### src/rtl/piso_serializer.sv
// Parallel-in/serial-out shift engine with runtime direction, stall and serial fill.
// A loaded word is shifted out over WIDTH advances while ser_in bits are assembled in par_out.
module piso_serializer #(
    parameter  int WIDTH = 8,
    localparam int CNT_W = $clog2(WIDTH)
) (
    input  logic             clk,
    input  logic             reset,
    input  logic             load,
    input  logic [WIDTH-1:0] din,
    input  logic             lsb_first,
    input  logic             advance,
    input  logic             ser_in,
    output logic             sout,
    output logic             sout_valid,
    output logic             last,
    output logic             busy,
    output logic             done,
    output logic [WIDTH-1:0] par_out
);

    typedef enum logic [1:0] {
        ST_IDLE  = 2'd0,
        ST_SHIFT = 2'd1,
        ST_DONE  = 2'd2
    } state_t;

    localparam logic [CNT_W-1:0] CNT_LAST = CNT_W'(WIDTH - 1);

    state_t             state_q, state_d;
    logic [WIDTH-1:0]   shreg_q, shreg_d;
    logic [CNT_W-1:0]   cnt_q, cnt_d;
    logic               dir_q, dir_d;

    // State, shift register, bit counter and direction registers
    always_ff @(posedge clk) begin
        if (reset) begin
            state_q <= ST_IDLE;
            shreg_q <= '0;
            cnt_q   <= '0;
            dir_q   <= 1'b0;
        end else begin
            state_q <= state_d;
            shreg_q <= shreg_d;
            cnt_q   <= cnt_d;
            dir_q   <= dir_d;
        end
    end

    // Next-state logic; the final shift of a word happens on the SHIFT->DONE edge
    always_comb begin
        state_d = state_q;
        shreg_d = shreg_q;
        cnt_d   = cnt_q;
        dir_d   = dir_q;
        case (state_q)
            ST_IDLE: begin
                if (load) begin
                    shreg_d = din;
                    dir_d   = lsb_first;
                    cnt_d   = '0;
                    state_d = ST_SHIFT;
                end else begin
                    state_d = ST_IDLE;
                end
            end
            ST_SHIFT: begin
                if (advance) begin
                    if (dir_q) begin
                        shreg_d = {ser_in, shreg_q[WIDTH-1:1]};
                    end else begin
                        shreg_d = {shreg_q[WIDTH-2:0], ser_in};
                    end
                    if (cnt_q == CNT_LAST) begin
                        cnt_d   = '0;
                        state_d = ST_DONE;
                    end else begin
                        cnt_d   = cnt_q + CNT_W'(1);
                    end
                end else begin
                    state_d = ST_SHIFT;
                end
            end
            ST_DONE: begin
                state_d = ST_IDLE;
            end
            default: begin
                state_d = ST_IDLE;
                shreg_d = '0;
                cnt_d   = '0;
                dir_d   = 1'b0;
            end
        endcase
    end

    // Output decode from registered state
    always_comb begin
        sout_valid = (state_q == ST_SHIFT);
        sout       = sout_valid & (dir_q ? shreg_q[0] : shreg_q[WIDTH-1]);
        last       = sout_valid & (cnt_q == CNT_LAST);
        busy       = (state_q == ST_SHIFT) || (state_q == ST_DONE);
        done       = (state_q == ST_DONE);
        par_out    = shreg_q;
    end

endmodule

### config.mk
export PLATFORM = sky130hd
export DESIGN_NAME = piso_serializer
export DESIGN_NICKNAME = d
export VERILOG_FILES = /design/src/rtl/piso_serializer.sv
export SDC_FILE = /design/constraint.sdc
export NUM_CORES = 1
export LEC_CHECK = 0
export ABC_CLOCK_PERIOD_IN_PS = 2600
export CORE_MARGIN = 2
export CORE_UTILIZATION = 30
export DETAILED_ROUTE_END_ITERATION = 10
export MAX_ROUTING_LAYER = met4
export SYNTH_ARGS = -nofsm -noshare
export SYNTH_HDL_FRONTEND = slang
export SYNTH_SLANG_ARGS = --single-unit
export TNS_END_PERCENT = 1
### constraint.sdc
create_clock -name clk -period 2.6 [get_ports clk]
set_clock_uncertainty 0.15 [all_clocks]
set_input_delay 0.52 -clock clk [delete_from_list [all_inputs] [get_ports clk]]
set_output_delay 0.52 -clock clk [all_outputs]
set_load 0.1 [all_outputs]
==> results of run 1 <==
-- registers in the layout, summed over array words and instances, names as in the netlist --
signal and flops:
state_q 2, cnt_q 3, dir_q 1, par_out 8
-- cell type report --
cell class,count,area share
Tap cell,31,0.0314
Clock buffer,4,0.0294
Sequential cell,14,0.227
Multi-Input combinational cell,64,0.463
Inverter,3,0.00911
Timing Repair Buffer,27,0.241
-- metal layers --
metal | up-vias | track usage | part of all wire
li1 | 384 | - | -
met1 | 369 | 0.184 | 0.46
met2 | 42 | 0.213 | 0.44
met3 | 2 | 0.0313 | 0.089
met4 | 0 | 0.0365 | 0.0051
met5 | - | - | 0
-- worst max-delay path, cell delays in order, from the launching register on --
cell     delay [ns]
dfxtp_1        0.33
inv_1          0.11
ha_1           0.56
buf_12         0.25
-- cell families (layout without fill, tap and decap cells) --
group / after synthesis / in the layout / share of synthesized area
mux: 11 / 11 / 0.138
simple gates: 19 / 19 / 0.162
fa+ha+maj: 7 / 7 / 0.100
compound gates: 27 / 27 / 0.246
flops: 14 / 14 / 0.321
buf+inv: 7 / 34 / 0.0330
-- worst paths after layout --
| path | from | to | slack, ns |
|---|---|---|---|
| worst min-delay path | cnt_q[2] | cnt_q[2] | 0.33 |
| worst max register to register | state_q[1] | par_out[6] | 0.58 |
| worst min register to register | cnt_q[2] | cnt_q[2] | 0.33 |
| worst max-delay path | state_q[1] | sout_valid | 0.38 |
-- cells in the mapped netlist (3+ instances only) --
cell     instances  area share
a22o_1          16        0.16
dfxtp_1         14        0.32
mux2_2           8        0.10
ha_1             7        0.10
a21oi_1          5       0.029
inv_1            3       0.013
mux2i_1          3       0.034
nor2b_1          3       0.021
o31ai_1          3       0.026
-- per-stage QoR --
step           area [sq um]  setup slack [ns]  std cells  utilization  hold WS (ns)
6_report               1240             0.384        143        0.448         0.328
5_1_grt                1240             0.295        143        0.448         0.374
4_1_cts                1240             0.379        143        0.448         0.332
3_5_place_dp           1200             0.489        139        0.435         0.319
3_3_place_gp           1200             0.527        139        0.435         0.308
2_1_floorplan           881             0.155         85            -         0.298
-- power by group --
part / switching [W] / total (W) / internal, W
registers: 0.0000181 / 0.000252 / 0.000233
clock network: 0.0000740 / 0.000159 / 0.0000851
logic: 0.000233 / 0.000362 / 0.000129
==> impl_metrics.env, run 1 <==
export IMPL_status="finished, final reports clean"
export IMPL_cap_viol_max_count=0
export IMPL_reg2reg_depth=5
export IMPL_final_common_cell="a22o_1"
export IMPL_synth_fp_nets=106
export IMPL_synth_ff_type="dfxtp_1"
export IMPL_wire_per_inst_um=15.2
export IMPL_vias=797
export IMPL_crit_arrival_ns=1.55
export IMPL_drt_iter0_drc=22
export IMPL_cts_tree="built"
export IMPL_synth_edf_count=0
export IMPL_synth_cells=85
export IMPL_hold_path_class="reg2reg"
export IMPL_fillers=263
export IMPL_grt_max_degree=15
export IMPL_maxSlewViolCount=0
export IMPL_finalSetupTns_ns=0
export IMPL_antenna_found_initial=0
export IMPL_grt_pass1_wl_um=3560
export IMPL_syn2layout_area_growth_pct=41.5
export IMPL_drt_pre_antenna_iters=4
export IMPL_p_per_area_mw_per_mm2=625
export IMPL_grt_setup_unrepaired="false"
export IMPL_finalHoldViolations=0
export IMPL_ys_seq_area_frac=0.321
export IMPL_crit_type="reg2out"
export IMPL_cp_data_required_time_ns=1.93
export IMPL_grt_pass1_vias=786
export IMPL_final_cell_mix="a22o_1 (16), dfxtp_1 (14), clkdlybuf4s50_1 (13), buf_4 (9), mux2_2 (8)"
export IMPL_clkSinkCount=14
export IMPL_drive_above_1_share=0.268
export IMPL_multi_input_area_sq_um=572
export IMPL_crit_fanout=14
export IMPL_fmax_mhz=451
export IMPL_period_share=0.852
export IMPL_leakage_nw=0.507
export IMPL_hold_path_depth=2
export IMPL_register_area_sq_um=280
export IMPL_die_h_um=58.0
export IMPL_avgSynthCellArea_sq_um=10.3
export IMPL_netlist_area_sq_um=873
export IMPL_viasPerCell=5.57
export IMPL_yosys_register_bits=14
export IMPL_start_util=0.317
export IMPL_design_core_area_sq_mm=0.00276
export IMPL_cts_root_buf="clkbuf_4"
export IMPL_vdd_drop_max_mv=0.361
export IMPL_htreeDepth=1
export IMPL_hpwlAfterDp_um=1630
export IMPL_ys_warn_count=0
export IMPL_cts_hold_buffers=0
export IMPL_dieArea_sq_mm=0.00336
export IMPL_track_usage=0.138
export IMPL_cts_made_buffers=3
export IMPL_yosysUniqueCellTypes=26
export IMPL_setup_viol=0
export IMPL_post_cts_resized=0
export IMPL_grt_overflow_total=0
export IMPL_start_kind="flop"
export IMPL_period_minus_slack_ns=2.22
export IMPL_nets=134
export IMPL_io_buffers=26
export IMPL_die_w_um=58.0
export IMPL_gp_congestion=0.811
export IMPL_diodes=0
export IMPL_cts_buffer_depth=2
export IMPL_ant_nets=0
export IMPL_clk_pin_slew_ns=0.09
export IMPL_boundaryPins=27
export IMPL_clk_latency_ns=0.28
export IMPL_slew_headroom=0.596
export IMPL_post_cts_setup_buffers=0
export IMPL_async_flop_share=0
export IMPL_end_kind="output port"
export IMPL_drt_drc_violations_left=0
export IMPL_rows=19
export IMPL_tightestPinTransition_ns=0.605
export IMPL_wirelength_um=2180
export IMPL_power_w=0.000772
Power figures use the tool's default switching activity.
==> inputs of run 2 (changes only) <==
--- a/config.mk
+++ b/config.mk
@@ -8,8 +8,10 @@
 export ABC_CLOCK_PERIOD_IN_PS = 2600
 export CORE_MARGIN = 2
 export CORE_UTILIZATION = 30
+export CTS_CLUSTER_SIZE = 28
 export DETAILED_ROUTE_END_ITERATION = 10
 export MAX_ROUTING_LAYER = met4
+export SLEW_MARGIN = 10
 export SYNTH_ARGS = -nofsm -noshare
 export SYNTH_HDL_FRONTEND = slang
 export SYNTH_SLANG_ARGS = --single-unit
==> results of run 2 <==
The final DEF is identical to that of run 1; final timing and power are the same.
